### src/rtl/port_arbiter4.sv
// port_arbiter4: round-robin arbiter granting one of four requesters a shared port,
// with completion/timeout handling and one-cycle release between transactions.
module port_arbiter4 #(
  parameter int MAX_WAIT = 16
) (
  input  logic       clk,
  input  logic       rst,
  input  logic [3:0] req,
  input  logic       mem_ready,
  output logic [1:0] sel,
  output logic [3:0] gnt,
  output logic       mem_valid,
  output logic [3:0] done,
  output logic       err
);
  localparam logic [1:0] IDLE    = 2'd0;
  localparam logic [1:0] BUSY    = 2'd1;
  localparam logic [1:0] RELEASE = 2'd2;
  localparam logic [7:0] LIMIT   = 8'(MAX_WAIT - 1);
  logic [1:0] state;
  logic [1:0] last;
  logic [1:0] win;
  logic [1:0] idx;
  logic [7:0] cnt;
  // lowest offset from last+1 wins, so scan downward and let later hits overwrite
  always_comb begin
    win = last + 2'd1;
    idx = '0;
    for (int i = 3; i >= 0; i--) begin
      idx = last + 2'(i + 1);
      if (req[idx]) win = idx;
    end
  end
  always_ff @(posedge clk or negedge rst) begin
    if (!rst) begin
      state     <= IDLE;
      sel       <= '0;
      gnt       <= '0;
      mem_valid <= 1'b0;
      done      <= '0;
      err       <= 1'b0;
      cnt       <= '0;
      last      <= 2'd3;
    end else begin
      done <= '0;
      err  <= 1'b0;
      if (state == IDLE) begin
        if (|req) begin
          state     <= BUSY;
          sel       <= win;
          gnt       <= 4'(1) << win;
          mem_valid <= 1'b1;
          cnt       <= '0;
        end
      end else if (state == BUSY) begin
        if (mem_ready || cnt == LIMIT) begin
          state     <= RELEASE;
          done      <= mem_ready ? gnt : 4'd0;
          err       <= !mem_ready;
          mem_valid <= 1'b0;
          gnt       <= '0;
          last      <= sel;
        end else begin
          cnt <= cnt + 8'd1;
        end
      end else begin
        state <= IDLE;
      end
    end
  end
endmodule

### config.mk
export PLATFORM = sky130hd
export DESIGN_NAME = port_arbiter4
export DESIGN_NICKNAME = d
export VERILOG_FILES = /design/src/rtl/port_arbiter4.sv
export SDC_FILE = /design/constraint.sdc
export NUM_CORES = 1
export LEC_CHECK = 0
export ABC_AREA = 1
export ABC_CLOCK_PERIOD_IN_PS = 3200
export CORE_MARGIN = 2
export CORE_UTILIZATION = 55
export CTS_CLUSTER_SIZE = 40
export DETAILED_ROUTE_END_ITERATION = 7
export MAX_ROUTING_LAYER = met4
export PLACE_DENSITY = 0.81
export SLEW_MARGIN = 40
export SYNTH_ARGS = -nofsm -noshare
export SYNTH_HDL_FRONTEND = slang
export SYNTH_SLANG_ARGS = --single-unit
### constraint.sdc
create_clock -name clk -period 3.2 [get_ports clk]
set_clock_uncertainty 0.1 [all_clocks]
set_input_delay 0.64 -clock clk [delete_from_list [all_inputs] [get_ports clk]]
set_output_delay 0.64 -clock clk [all_outputs]
set_load 0.01 [all_outputs]
# After elaboration in Yosys (flattened, before gate mapping)
# Cells that the tools add are included.
# classes
n_eq_ne	5
n_bitwise	1
magnitude_cmp	4
n_reduce_logical	11
n_mux	35
add_sub_neg	4
shifts	1
# op_table
operator	n
4-bit two-way mux	8
8-bit two-way mux	4
2-bit two-way mux	8
2-bit by 3-bit less-than comparator with 1-bit output (second input constant)	4
1-bit two-way mux	11
3-bit AND reduction	3
8-bit by 1-bit adder with 8-bit output (second input constant)	1
1-bit binary-select mux with 2-bit select	4
8-bit by 4-bit equality test with 1-bit output (second input constant)	1
2-bit adder (second input constant)	2
2-bit AND reduction	2
2-bit nonzero test	2
4-bit OR reduction	1
1-bit by 2-bit << shifter with 4-bit output (first input constant)	1
3-bit by 2-bit inequality test with 1-bit output (second input constant)	1
2-bit by 1-bit adder with 2-bit output (second input constant)	1
2-bit by 1-bit equality test with 1-bit output (second input constant)	1
2-bit zero test	1
2-bit by 1-bit inequality test with 1-bit output (second input constant)	1
2-bit inequality test (second input constant)	1
1-bit zero test	1
1-bit logical OR	1
1-bit NOT	1
# word_totals
wordCells	69
output_inout_bits	12
in_bits	7
register_bits	24

# Depth between registers and ports, before layout
# Gate-level depths: netlist of the first run.
# depth
ltp_word	9
mapped_depth	14
mapped_depth_nobuf	13

# Least setup slack after synthesis of the first run
# No wires, ideal clock.
# synth_timing
path_type	input port to flip-flop
from	in req[0]
to	reg cnt[5]
setup_time_ns	0.119
required_time_ns	2.981
slack_ns	1.529
stages	6
n_path_buf	0
arrival_time_ns	1.452
path_cell_list	nor4_2 -> nor2_4 -> nor2_8 -> inv_4 -> a21oi_1 -> nor2_1
# synth_between
elab_chain_len	3
# synth_lines
item	line_no	text
start: declaration	8	input logic [3:0] req,
4-bit OR reduction	48	if (|req) begin
2-bit by 1-bit inequality test with 1-bit output (no line)	-	
3-bit AND reduction (no line)	-	
end signal: assignment	64	cnt <= cnt + 8'd1;
end: declaration	24	logic [7:0] cnt;
# No other way between the ends.
# A chain may end at the register's enable or synchronous reset.

# Final worst setup path of the first run
# layout_timing
from	reg gnt[0]
to	out gnt[0]
# layout_rtl
item	line_no	text
start: declaration	11	output logic [3:0] gnt,
start signal: assignment	51	gnt <= 4'(1) << win;
# No word-level cell between the ends.

==> metrics.log, run 1 <==
[metrics] total count of hold-check failures in the final report: 0
[metrics] time the final worst path needs with I/O delays and setup: 2.01 ns
[metrics] CP Capture Type: primary output
[metrics] I/O pin cnt: 19
[metrics] H-tree Lvls: 1
[metrics] vertical die dimension: 52.0 µm
[metrics] Clk pin slew, worst setup/hold paths: 0.13 ns
[metrics] worst path buffer plus inverter count: 1
[metrics] combined area of all synthesized cells: 0.00127 mm²
[metrics] Max Fanout on Critical Path: 3
[metrics] post-route insts no fill: 212
[metrics] final total power: 1.21 mW
[metrics] CP delay by family, top: buffers and inverters
[metrics] accumulated negative setup slack: 0 ns
[metrics] kind of path behind the tightest hold check: flop to flop
[metrics] antenna violation net count after detailed routing: 0
[metrics] startpoint-to-endpoint class of the critical path: flop to primary output
[metrics] via density per instance: 5.22
[metrics] Post-CTS Setup Inserts: 0
[metrics] highest-count cells in the layout ignoring fill and taps: nand2_1, dfrtp_1, clkdlybuf4s50_1, inv_1, nor2_1
[metrics] outcome: completed
[metrics] sequential-to-total area share from yosys stat: 47.6%
[metrics] wire per inst: 11.9 µm
[metrics] portion of total power attributed to sequential cells: 37.9%
[metrics] via count of the first global-routing pass: 1,035
[metrics] total instance count after detailed placement: 208
[metrics] Synth Warn #: 0
[metrics] RSZ-0062 raised after global routing: false
[metrics] clk sinks: 24
[metrics] WP data required: 2.46 ns
[metrics] Std-Cell Core Area: 0.00219 mm²
[metrics] cells taking the most area after synthesis: dfrtp_1, nand2_1, dfstp_2
[metrics] final WL: 2530 µm
[metrics] Starting DRT DRC Count: 21
[metrics] hold buffer count at cts: 0
[metrics] total of cells resized after clock tree synthesis: 0
[metrics] Horiz. Die Dim: 52.0 µm
[metrics] crit path launch type: flop
[metrics] TritonCTS buffer count: 3
[metrics] proportion of layout cells with a drive suffix above 1: 10.3%
[metrics] total via count in the routed design: 1,107
[metrics] power per cell area: 802 mW/mm²
[metrics] pin slew with the least headroom to its limit: 0.334 ns
[metrics] antenna diode count: 0
[metrics] root buf cell: clkbuf_4
[metrics] area delta synth->final: 18.8%
[metrics] Gate power share: 50.6%
[metrics] final setup violation count: 0
[metrics] Power Internal: 0.666 mW
[metrics] count of buffers from port buffering: 18
[metrics] number of detailed-route iterations in the first pass: 4
[metrics] maximum clock insertion buffer count: 2
[metrics] setup ws final: 1.19 ns
[metrics] Slowest Stage Delay on Critical Path: 0.55 ns
[metrics] first-pass GRT wire length: 4450 µm
[metrics] final slew viol count: 0
[metrics] maximum clock rate: 0.497 GHz
[metrics] Syn Nets: 170
[metrics] worst setup timing slack at the placement stage: 0.852 ns
[metrics] Layout Utilization: 68.6%
[metrics] leading cell type in the layout, fill and taps excluded: nand2_1
[metrics] Detailed Place HPWL: 1910 µm
[metrics] final net count: 193
[metrics] number of antenna violations at the first check in global routing: 0
[metrics] number of rows in the core area: 17
[metrics] Remaining Overflow, GRT: 0
[metrics] instance count of the mapped netlist: 162
[metrics] static leakage: 0.731 nW
[metrics] final clock period utilization by the worst path: 62.8%
[metrics] cell type contributing the most total cell area after synthesis: dfrtp_1
[metrics] maximum number of pins on one net before global-route repair: 25
[metrics] Max transition margin: 77.5%
[metrics] mean post-synth cell area: 7.82 µm²
[metrics] GR Util All Layers: 23.1%
[metrics] max capacitance violation total: 0
[metrics] clock latency on the worst-skew pair: 0.32 ns
[metrics] clock tree from TritonCTS: built
[metrics] worst IR drop on VDD: 0.618 mV
[metrics] switching pwr: 0.540 mW
[metrics] fraction of post-synthesis cell area in the top cell type by area: 43.5%
[metrics] initial core utilization: 57.8%
[metrics] CP max-delay cell: clkdlybuf4s50_1
[metrics] power share of the clock group: 11.5%
[metrics] count of unique library cells instantiated by Yosys: 24
[metrics] DRC: 0
[metrics] worst path cell trace: clkdlybuf4s50_1
[metrics] die area: 0.00270 mm²
[metrics] Switching Fraction: 44.8%
[metrics] arrival time worst endpoint: 1.27 ns
[metrics] Seq cells post-synth: 24
[metrics] final RePlAce weighted congestion: 0.839
==> layer usage <==
layer,vias up,wire [µm],share of wire (%),GRT usage [%]
li1,568,-,-,-
met1,509,1160,46,28.5
met2,25,1230,48,38.0
met3,5,78,3.1,2.01
met4,0,65,2.6,11.8
met5,-,0,0,-
==> path summary, 6_finish.rpt <==
path,depth (start not counted),slack [ns],from,endpoint
min in group asynchronous,2,0.56,rst,cnt[3]
worst max-delay path,1,1.19,gnt[0],gnt[0]
max in group asynchronous,2,2.15,rst,last[0]
worst min-delay path,2,0.42,mem_valid,mem_valid
worst min register to register,2,0.42,mem_valid,mem_valid
worst max register to register,10,1.38,cnt[0],gnt[1]
==> Yosys cell counts <==
cell type and n:
o21ai_0 7, dfstp_2 2, a22o_1 1, dfrtp_1 22, inv_2 2, ha_1 1
xor2_1 2, inv_4 1, a21oi_1 3, nor2_8 1, nand3_1 8, inv_1 14
o31ai_1 2, nor2_1 12, nor3_1 5, nand2_2 5, inv_6 1, nor2_4 2
nand2_1 61, o21ai_1 2, or2_0 1, nor4_2 1, buf_6 1, nand4_1 5
==> per-stage QoR <==
stage,area (µm²),hold WS [ns]
3_5_place_dp,1480,0.389
4_1_cts,1500,0.426
6_report,1500,0.420
5_1_grt,1500,0.456
2_1_floorplan,1270,0.244
3_3_place_gp,1480,0.366
==> cell type report <==
cell class	instances	area (µm²)
Fill cell	184	687
Sequential cell	24	603
Multi-Input combinational cell	119	577
Timing Repair Buffer	19	188
Inverter	18	75.1
Tap cell	28	35.0
Clock buffer	4	26.3
==> flip-flops by register name, indices dropped and copies added, names as in the netlist <==
name / cells
sel: 2
gnt: 4
done: 4
state: 2
last: 2
cnt: 8
mem_valid: 1
err: 1
==> power groups by stage <==
stage                     clock network (mW)  registers (mW)  logic, mW
after floorplan                            0           0.456      0.438
after global placement                     0           0.459      0.590
after detailed placement                   0           0.463      0.609
after CTS                              0.144           0.457      0.612
after global routing                   0.154           0.471      0.692
final                                  0.139           0.457      0.610
==> logic make-up (layout without fill, tap and decap cells) <==
family	count (synthesis)	in the layout	synth area share, %
AO/OA/AOI/OAI	15	15	6.62
XOR/XNOR	2	2	1.38
adder cells (fa/ha/maj)	1	1	0.988
buffers and inverters	19	41	6.82
flip-flops	24	24	47.6
AND/OR/NAND/NOR	101	101	36.6
(Power assumes the default switching activity.)
==> inputs of run 2 (changes only) <==
ABC_CLOCK_PERIOD_IN_PS = 1900   (was 3200)
CORE_UTILIZATION = 52   (was 55)
PLACE_DENSITY = 0.77   (was 0.81)
clock period = 1.9 ns   (was 3.2 ns; I/O delays follow)
==> metrics.log, run 2 (synthesis results as in run 1) <==
[metrics] outcome: completed
[metrics] final slew viol count: 0
[metrics] max capacitance violation total: 0
[metrics] area delta synth->final: 26.2%
[metrics] CP Capture Type: flop
[metrics] total count of hold-check failures in the final report: 0
[metrics] maximum clock rate: 0.560 GHz
[metrics] WP data required: 2.01 ns
[metrics] total via count in the routed design: 1,166
[metrics] worst IR drop on VDD: 1.13 mV
[metrics] die area: 0.00285 mm²
[metrics] count of buffers from port buffering: 18
[metrics] final WL: 2830 µm
[metrics] final setup violation count: 0
[metrics] pin slew with the least headroom to its limit: 0.339 ns
[metrics] r2r startpoint: cnt[0]
[metrics] highest-count cells in the layout ignoring fill and taps: nand2_1, dfrtp_1, clkdlybuf4s50_1, inv_1, nor2_1
[metrics] final clock period utilization by the worst path: 93.9%
[metrics] proportion of layout cells with a drive suffix above 1: 16.1%
[metrics] startpoint-to-endpoint class of the critical path: flop to flop
[metrics] worst path cell trace: ha_2 -> inv_2 -> nor3_1 -> nand2_1 -> nand2_2 -> nand2_1 -> inv_1 -> nor2_1 -> nand2_1 -> nand2_1
[metrics] DRC: 0
[metrics] final RePlAce weighted congestion: 0.830
[metrics] Clk pin slew, worst setup/hold paths: 0.14 ns
[metrics] power per cell area: 1420 mW/mm²
[metrics] Max Fanout on Critical Path: 4
[metrics] Slowest Stage Delay on Critical Path: 0.41 ns
[metrics] Layout Utilization: 70.9%
[metrics] Horiz. Die Dim: 53.3 µm
[metrics] GR Util All Layers: 22.8%
[metrics] clock latency on the worst-skew pair: 0.32 ns
[metrics] number of antenna violations at the first check in global routing: 0
[metrics] antenna violation net count after detailed routing: 0
[metrics] arrival time worst endpoint: 1.90 ns
[metrics] CP max-delay cell: dfrtp_1
[metrics] wire per inst: 12.8 µm
[metrics] via density per instance: 5.28
[metrics] Starting DRT DRC Count: 24
[metrics] static leakage: 0.782 nW
[metrics] final net count: 202
[metrics] R2R setup slack: 0.12 ns
[metrics] clk sinks: 24
[metrics] Remaining Overflow, GRT: 0
[metrics] number of rows in the core area: 17
[metrics] TritonCTS buffer count: 3
[metrics] setup ws final: 0.115 ns
[metrics] Critical Path Most Common Cell: nand2_1
[metrics] vertical die dimension: 53.3 µm
[metrics] via count of the first global-routing pass: 1,052
[metrics] Max transition margin: 77.2%
[metrics] Fill cells: 195
[metrics] reg2reg end: gnt[0]
[metrics] register name with the most flops: cnt
[metrics] antenna diode count: 0
[metrics] maximum number of pins on one net before global-route repair: 25
[metrics] root buf cell: clkbuf_4
[metrics] crit path launch type: flop
[metrics] I/O pin cnt: 19
[metrics] maximum clock insertion buffer count: 2
[metrics] Detailed Place HPWL: 2180 µm
[metrics] leading cell type in the layout, fill and taps excluded: nand2_1
[metrics] time the final worst path needs with I/O delays and setup: 1.78 ns
[metrics] hold buffer count at cts: 0
[metrics] Top Registers: cnt x8, done x4, gnt x4
[metrics] number of flip-flops in the largest register: 8
[metrics] number of detailed-route iterations in the first pass: 4
[metrics] clock tree from TritonCTS: built
[metrics] kind of path behind the tightest hold check: primary input to async pin
[metrics] worst setup timing slack at the placement stage: -0.166 ns
[metrics] RSZ-0062 raised after global routing: false
[metrics] reg2reg path depth: 10
[metrics] H-tree Lvls: 1
[metrics] initial core utilization: 56.2%
[metrics] first-pass GRT wire length: 4630 µm
[metrics] Std-Cell Core Area: 0.00225 mm²
==> run 2: worst max path at each step <==
stage | startpoint | to | slack (ns) | cells after the start
after floorplan | last[0] | sel[0] | 0.30 | 11
after global placement | req[0] | gnt[2] | -0.08 | 10
after detailed placement | req[1] | gnt[1] | -0.17 | 10
after CTS | last[0] | gnt[1] | 0.01 | 9
after global routing | cnt[1] | gnt[0] | 0.0009 | 10
final | cnt[0] | gnt[0] | 0.12 | 10
==> run 2: timing repair <==
action / in CTS / in global routing
gates resized for setup: 0 / 2
setup endpoints to repair: 0 / 11
buffers inserted: 0 / 4
==> run 2: area by class of cell <==
type	count	area, µm²	share of cell area (%)
multi-input cells	119	583	36.5
well taps	28	35.0	2.19
flip-flops and latches	24	603	37.7
inverters	18	75.1	4.70
repair buffers	28	265	16.6
clock buffers	4	36.3	2.27
==> run 2: where the power goes <==
| part | internal, mW | leakage [nW] | total, mW | switching (mW) |
|---|---|---|---|---|
| Sequential | 0.654 | 0.313 | 0.758 | 0.104 |
| Combinational | 0.514 | 0.448 | 1.25 | 0.731 |
| Clock | 0.117 | 0.0210 | 0.273 | 0.156 |
==> run 2: through the flow <==
stage / power [mW] / area [µm²] / hold slack [ns] / cells / TNS (ns)
floorplan: 1.50 / 1270 / -0.0156 / 162 / 0
detailed placement: 1.91 / 1520 / 0.395 / 213 / -1.07
global placement: 1.84 / 1520 / 0.369 / 213 / -0.395
CTS: 2.18 / 1550 / 0.316 / 217 / 0
global route: 2.46 / 1600 / 0.334 / 221 / 0
finish: 2.28 / 1600 / 0.304 / 221 / 0
==> run 2: critical path: cells and delay by family (launching register included) <==
| family | cells | cell delay (ns) |
|---|---|---|
| AND/OR/NAND/NOR | 7 | 0.74 |
| flip-flops | 1 | 0.41 |
| adder cells (fa/ha/maj) | 1 | 0.23 |
| buffers and inverters | 2 | 0.20 |
==> run 2: metal layers <==
metal  vias to the layer above  part of all wire (%)  track usage, %
li1                        582                     -               -
met2                        27                    50            39.1
met3                         4                   3.0            2.54
met5                         -                     0               -
met1                       553                    46            29.0
met4                         0                  0.81            5.13
==> inputs of run 3 (changes only) <==
ABC_CLOCK_PERIOD_IN_PS = default   (was 1900)
==> results of run 3 <==
No change in the layout: final DEF, timing and power equal those of run 2.
